## src/rtl/program_loader.sv

```systemverilog
// program_loader: boot-time loader in front of the CPU's 16x8 memory_module.
// Accepts a byte stream over valid/ready: a length header N, then N payload
// bytes, then optionally a checksum byte. Payload goes to addresses 0..N-1.
// cpu_run is raised once the load completes (and verifies).
// i_reset is asynchronous and active low.
// Optional feature macro: LOADER_CHECKSUM_EN adds the trailing checksum byte
// and its CHK state. Without it, the loader finishes after the Nth payload byte.
module program_loader #(
   parameter int ADDR_W  = 4,
   parameter int DATA_W  = 8,
   parameter int TIMEOUT = 255
) (
   input  logic              i_clk,
   input  logic              i_reset,
   input  logic              i_start,
   input  logic              i_in_valid,
   input  logic [DATA_W-1:0] i_in_data,
   output logic              o_in_ready,
   output logic [ADDR_W-1:0] o_mem_address,
   output logic              o_mem_write,
   output logic [DATA_W-1:0] o_mem_data,
   output logic              o_cpu_run,
   output logic              o_busy,
   output logic              o_error,
   output logic [ADDR_W:0]   o_byte_count
);

   localparam int DEPTH = 2 ** ADDR_W;
   // The timer only has to count up to TIMEOUT-1; keep one bit when the timeout is disabled.
   localparam int TMR_W = (TIMEOUT > 0) ? $clog2(TIMEOUT + 1) : 1;
   localparam logic [TMR_W-1:0] TMR_LAST = TMR_W'(TIMEOUT - 1);

   typedef enum logic [2:0] {
      S_IDLE,
      S_HDR,
      S_DATA,
`ifdef LOADER_CHECKSUM_EN
      S_CHK,
`endif
      S_DONE,
      S_ERR
   } state_t;

   state_t            r_state;
   logic              r_in_ready;
   logic [ADDR_W-1:0] r_mem_address;
   logic              r_mem_write;
   logic [DATA_W-1:0] r_mem_data;
   logic              r_cpu_run;
   logic              r_busy;
   logic              r_error;
   logic [ADDR_W:0]   r_byte_count;
   logic [ADDR_W:0]   r_len;
   logic [TMR_W-1:0]  r_timer;
`ifdef LOADER_CHECKSUM_EN
   logic [DATA_W-1:0] r_csum;
`endif

   logic              w_hs;
   logic              w_len_bad;
   logic [ADDR_W:0]   w_cnt_nxt;
   logic              w_tmo;

   assign w_hs      = i_in_valid & r_in_ready;
   // Header must give 1..DEPTH bytes; anything else cannot fit or is meaningless.
   assign w_len_bad = (i_in_data == '0) || (i_in_data > DATA_W'(DEPTH));
   assign w_cnt_nxt = r_byte_count + 1'b1;
   // Idle cycle that would bring the timer up to TIMEOUT.
   assign w_tmo     = (TIMEOUT != 0) && (r_timer == TMR_LAST);

   assign o_in_ready    = r_in_ready;
   assign o_mem_address = r_mem_address;
   assign o_mem_write   = r_mem_write;
   assign o_mem_data    = r_mem_data;
   assign o_cpu_run     = r_cpu_run;
   assign o_busy        = r_busy;
   assign o_error       = r_error;
   assign o_byte_count  = r_byte_count;

   // Load sequencer: state, handshake, memory write strobe and status flags.
   always_ff @(posedge i_clk or negedge i_reset) begin
      if (!i_reset) begin
         r_state       <= S_IDLE;
         r_in_ready    <= 1'b0;
         r_mem_address <= '0;
         r_mem_write   <= 1'b0;
         r_mem_data    <= '0;
         r_cpu_run     <= 1'b0;
         r_busy        <= 1'b0;
         r_error       <= 1'b0;
         r_byte_count  <= '0;
         r_len         <= '0;
         r_timer       <= '0;
`ifdef LOADER_CHECKSUM_EN
         r_csum        <= '0;
`endif
      end else begin
         // Write strobe is a one-cycle pulse per accepted payload byte.
         r_mem_write <= 1'b0;
         if (i_start) begin
            // Start wins over any handshake this cycle; memory is left untouched.
            r_state      <= S_HDR;
            r_in_ready   <= 1'b1;
            r_busy       <= 1'b1;
            r_error      <= 1'b0;
            r_cpu_run    <= 1'b0;
            r_byte_count <= '0;
            r_timer      <= '0;
`ifdef LOADER_CHECKSUM_EN
            r_csum       <= '0;
`endif
         end else begin
            case (r_state)
               S_HDR: begin
                  if (w_hs) begin
                     r_timer <= '0;
                     if (w_len_bad) begin
                        r_state    <= S_ERR;
                        r_error    <= 1'b1;
                        r_busy     <= 1'b0;
                        r_in_ready <= 1'b0;
                     end else begin
                        r_len   <= i_in_data[ADDR_W:0];
                        r_state <= S_DATA;
                     end
                  end else if (w_tmo) begin
                     r_state    <= S_ERR;
                     r_error    <= 1'b1;
                     r_busy     <= 1'b0;
                     r_in_ready <= 1'b0;
                  end else begin
                     r_timer <= r_timer + TMR_W'(1);
                  end
               end
               S_DATA: begin
                  if (w_hs) begin
                     r_timer       <= '0;
                     r_mem_write   <= 1'b1;
                     r_mem_address <= r_byte_count[ADDR_W-1:0];
                     r_mem_data    <= i_in_data;
                     r_byte_count  <= w_cnt_nxt;
`ifdef LOADER_CHECKSUM_EN
                     r_csum        <= r_csum + i_in_data;
`endif
                     if (w_cnt_nxt == r_len) begin
`ifdef LOADER_CHECKSUM_EN
                        r_state    <= S_CHK;
`else
                        r_state    <= S_DONE;
                        r_cpu_run  <= 1'b1;
                        r_busy     <= 1'b0;
                        r_in_ready <= 1'b0;
`endif
                     end
                  end else if (w_tmo) begin
                     r_state    <= S_ERR;
                     r_error    <= 1'b1;
                     r_busy     <= 1'b0;
                     r_in_ready <= 1'b0;
                  end else begin
                     r_timer <= r_timer + TMR_W'(1);
                  end
               end
`ifdef LOADER_CHECKSUM_EN
               S_CHK: begin
                  if (w_hs) begin
                     r_busy     <= 1'b0;
                     r_in_ready <= 1'b0;
                     if (i_in_data == r_csum) begin
                        r_state   <= S_DONE;
                        r_cpu_run <= 1'b1;
                     end else begin
                        r_state <= S_ERR;
                        r_error <= 1'b1;
                     end
                  end
               end
`endif
               default: ;
            endcase
         end
      end
   end

endmodule

```

## config.mk

```make
export PLATFORM = sky130hd
export DESIGN_NAME = program_loader
export DESIGN_NICKNAME = d
export VERILOG_FILES = /design/src/rtl/program_loader.sv
export SDC_FILE = /design/constraint.sdc
export NUM_CORES = 1
export LEC_CHECK = 0
export CAP_MARGIN = 20
export CORE_ASPECT_RATIO = 1.1
export CORE_MARGIN = 3
export CORE_UTILIZATION = 35
export DETAILED_ROUTE_END_ITERATION = 10
export PLACE_DENSITY = 0.57
export RECOVER_POWER = 25
export SLEW_MARGIN = 10
export SYNTH_ARGS = -nofsm -noshare
export SYNTH_HDL_FRONTEND = slang
export SYNTH_SLANG_ARGS = --single-unit
```

## constraint.sdc

```tcl
create_clock -name i_clk -period 2.4 [get_ports i_clk]
set_input_delay 0.48 -clock i_clk [delete_from_list [all_inputs] [get_ports i_clk]]
set_output_delay 0.48 -clock i_clk [all_outputs]
set_load 0.005 [all_outputs]
```

Yosys cells after proc, flatten, opt, wreduce, memory -nomap -nowiden
Index checks and enable logic that the tools add are counted.
{ "totals": {"ff_bits": 38, "output_inout_bits": 22} }
{ "op_classes": {"bitwise_logic": 3, "eq_ne": 8, "n_lt_le_gt_ge": 1, "n_reduce_logical": 16, "muxes": 39, "n_addsub": 2} }
{ "op_table": {"columns": ["cell", "count"], "rows": [
  ["8-bit 2-to-1 mux", 4],
  ["1-bit 2-to-1 mux", 22],
  ["3-bit 2-to-1 mux", 6],
  ["5-bit 2-to-1 mux", 3],
  ["3-bit AND reduction", 4],
  ["8-bit by 1-bit adder with 8-bit output, second input constant", 1],
  ["8-bit == test, second input constant", 1],
  ["8-bit by 5-bit > comparator with 1-bit output, second input constant", 1],
  ["8-bit logical NOT", 1],
  ["4-bit != test, second input constant", 2],
  ["2-bit nonzero test", 4],
  ["3-bit != test, second input constant", 2],
  ["1-bit case mux with 2 select lines", 3],
  ["3-bit case mux with 2 select lines", 1],
  ["2-bit AND reduction", 3],
  ["5-bit by 1-bit adder with 5-bit output, second input constant", 1],
  ["5-bit == test", 1],
  ["4-bit AND reduction", 1],
  ["3-bit by 1-bit == test with 1-bit output, second input constant", 1],
  ["3-bit by 2-bit == test with 1-bit output, second input constant", 1],
  ["3-bit nonzero test", 1],
  ["1-bit inverter", 2],
  ["2-bit OR reduction", 1],
  ["1-bit bitwise AND", 1],
  ["1-bit logical OR", 1]
]} }

Depth between registers and ports, before layout
{ "depth": {"word_depth": 6, "depth_mapped": 7, "mapped_depth_nobuf": 7} }

Worst setup path before layout
Ideal clock, no wire load.
{ "synth_timing": {"kind": "input -> register", "start": "input port i_in_data[1]", "end": "register r_len[0]", "n_path_buf": 0, "stages": 4, "t_arrival_ns": 1.743, "slack_ns": 0.532, "path_cell_list": "nor4_1 -> mux2i_1 -> nor4_4 -> mux2_2"} }
{ "synth_via": {"elab_chain_len": 4, "elab_cells_between_ends": 5} }
{ "synth_lines": {"columns": ["element", "line_no", "rtl"], "rows": [
  ["start: declaration", "17", "input logic [DATA_W-1:0] i_in_data,"],
  ["8-bit by 5-bit > comparator with 1-bit output / 8-bit logical NOT (equally long branches)", "66", "assign w_len_bad = (i_in_data == '0) || (i_in_data > DATA_W'(DEPTH));"],
  ["1-bit logical OR (*)", "66", null],
  ["1-bit inverter (no source line) (*)", null, null],
  ["4-bit AND reduction (no source line) (*)", null, null],
  ["end signal: assignment", "123", "r_len <= i_in_data[ADDR_W:0];"],
  ["end: declaration", "53", "logic [ADDR_W:0] r_len;"]
]} }
Every way passes the cells marked *; elsewhere a longest branch is shown, timed or not.
A chain may end at the register's enable or synchronous reset.

Worst setup path in the final report
{ "layout_timing": {"start": "input port i_in_data[1]", "end": "register r_len[1]"} }
{ "layout_via": {"elab_chain_len": 4, "elab_cells_between_ends": 5} }
{ "layout_lines": {"columns": ["element", "line_no"], "rows": [
  ["8-bit by 5-bit > comparator with 1-bit output / 8-bit logical NOT (equally long branches)", "66"],
  ["1-bit logical OR", "66"],
  ["1-bit inverter (no source line)", null],
  ["4-bit AND reduction (no source line)", null]
]} }
Parallel ways exist; a longest one is shown, timed or not.

==> metrics <==
vias in the first global route 1489; CTS clock-pin slew for the worst setup and hold paths 80 ps; 1st-iter DRT viols 47; nets 257; die footprint 6280 um^2; Logic pwr share 0.261; CTS root buffer clkbuf_8; max-cap violations 1; setup bufs post-CTS 0; Clock Sinks 38; Total GRT Usage 0.141; Clk network pwr share 0.270; sw frac 0.301; Congestion Overflow GR 0; core area 5100 um^2; Yosys reg bits 38; Max FO, Critical Path 8; RSZ-0062 raised after global routing no; TritonCTS clock tree built; Synth area leaders dfrtp_1 51%, nand2_1 9.2%, xnor2_1 5.1%; Synth Instances 197; failing checks max-capacitance violations, max-slew violations; EDFF count, synth 0; Tightest Pin Transition 2030 ps; Avg Cell Area, Syn 9.53 um^2; Startpoint Class primary input; Clock Latency Late Sink 300 ps; via count 1547; Pint 0.00122 W; first-pass detailed-route iteration total 4; IO Pins 34; antenna-violating nets left 0; wire length of the first global-routing pass 6970 um; reg2reg path depth 4; port bufs 33; Die Ht 82.8 um; worst setup path endpoint r_len[1]; cts bufs inserted 5; Max Root-Sink Buffers 2; Seq pwr share 0.469; Cells on Worst Hold Path 2; endpoints failing hold 0; Post-route DRC 0; net switching power figure 0.000528 W; mapped cell area 1880 um^2; leakage 1.10 nW; post-synthesis async set-or-reset flop share 1.00; Final setup viols 0; Yosys cell types 38; via/cell ratio 4.91; average wire per standard cell 13.4 um; crit path capture type flop; final weighted congestion in routability-driven placement 0.756; Die X 75.8 um; Post-synth top cells 46 x nand2_1, 38 x dfrtp_1, 22 x nor2_1; Hold WC Path Type reg -> reg; reg2reg end o_cpu_run; share of layout cells above drive strength 1 0.128; most common cell in the netlist nand2_1; detailed placement HPWL 3100 um; Max H-tree Level 2; final period utilization 0.908; initial antenna violation count 0; post-synth top area cell dfrtp_1; Synthesized Nets 212; FMAX 0.459 GHz; Clock Skew 9.39 ps; CTS Hold Buffers Added 0; ANT cells 0; Initial Util 0.368; Rel. slew slack -0.353; Final min period 2180 ps; CP startpoint i_in_data[1]; R2R Setup Slk 640 ps; type of the worst setup path in -> reg; Worst Path Required 2580 ps; origin of the critical flop-to-flop path r_state[1]; Hold Slack 476 ps; post-CTS sizing 0; final slew viol count 39; Main synth FF type dfrtp_1; DRT Wirelength 4220 um; maximum resistive drop on vdd 0.000242 V; Synth warnings 0; Worst Path Arrival 2360 ps; cell area power density 715 nW/um^2; largest net degree at the start of global routing 39; sequential fraction of the synthesis area 0.506; outcome finished with violations; Area growth, synth to finish 30.4%; PnR Total Power 0.00175 W; top cell type's share of synthesized area 0.506; row count 27
## registers in the layout, summed over array words and instances (netlist names)
name / count
o_busy: 1
o_mem_write: 1
o_mem_address: 4
o_in_ready: 1
r_state: 3
o_mem_data: 8
o_error: 1
r_timer: 8
o_cpu_run: 1
r_len: 5
o_byte_count: 5
## worst min path at each step
stage,start,end
5_1_grt,o_mem_data[6],o_mem_data[6]
3_3_place_gp,o_mem_data[6],o_mem_data[6]
3_5_place_dp,o_mem_data[6],o_mem_data[6]
6_report,o_mem_data[6],o_mem_data[6]
4_1_cts,i_reset,o_mem_data[6]
2_1_floorplan,i_reset,o_busy
## cells by family (layout without fill, tap and decap cells)
group / after synthesis / count (layout) / share of synthesized area
mux: 7 / 7 / 0.0413
flops: 38 / 38 / 0.506
compound gates: 18 / 18 / 0.0640
simple gates: 100 / 100 / 0.259
fa+ha+maj: 3 / 3 / 0.0200
buf+inv: 14 / 60 / 0.0306
xor+xnor: 17 / 17 / 0.0793
## final cells by class
class	instances	area (um^2)
clock buffers	6	82.6
clock inverters	2	12.5
fillers	503	2650
inverters	6	22.5
multi-input cells	145	870
flip-flops and latches	38	951
well taps	72	90.1
repair buffers	46	422
## critical path, cell delays in order
cell,delay (ps)
clkdlybuf4s50_1,430
nor4_1,350
mux2i_1,200
nor4_4,510
mux2_2,390
## metal layers
layer | vias up | global-route usage | wire length, um
li1 | 757 | - | -
met1 | 754 | 0.182 | 1890
met2 | 32 | 0.232 | 2070
met3 | 4 | 0.0387 | 213
met4 | 0 | 0.0286 | 38
met5 | - | 0 | 0
## power groups by stage
stage,sequential (W),combinational [W],clock [W]
6_report,0.000822,0.000456,0.000473
5_1_grt,0.000838,0.000515,0.000507
4_1_cts,0.000824,0.000465,0.000482
3_5_place_dp,0.000836,0.000461,0
3_3_place_gp,0.000832,0.000456,0
2_1_floorplan,0.000825,0.000233,0
## cells in the final DEF, fill, tap and decap left out, types with 2 or more instances in the layout
master / instances
mux2_2: 6
ha_1: 3
nand3_1: 7
clkdlybuf4s50_1: 32
inv_1: 6
nor2_1: 22
nand2_1: 46
buf_4: 13
nor4b_1: 3
a21oi_1: 8
xor2_1: 6
clkbuf_8: 6
nor4_1: 7
xnor2_1: 11
o21ai_0: 2
nand4_1: 3
dfrtp_1: 38
## through the flow
| step | setup slack, ps | std cells | setup TNS, ps | util | cell area (um^2) |
|---|---|---|---|---|---|
| floorplan | 532 | 197 | 0 | - | 1880 |
| global placement | -67.3 | 307 | -332 | 0.462 | 2360 |
| detailed placement | -129 | 307 | -643 | 0.462 | 2360 |
| CTS | 178 | 315 | 0 | 0.481 | 2450 |
| global route | 9.09 | 315 | 0 | 0.480 | 2450 |
| finish | 221 | 315 | 0 | 0.480 | 2450 |
Power figures use the tool's default switching activity.
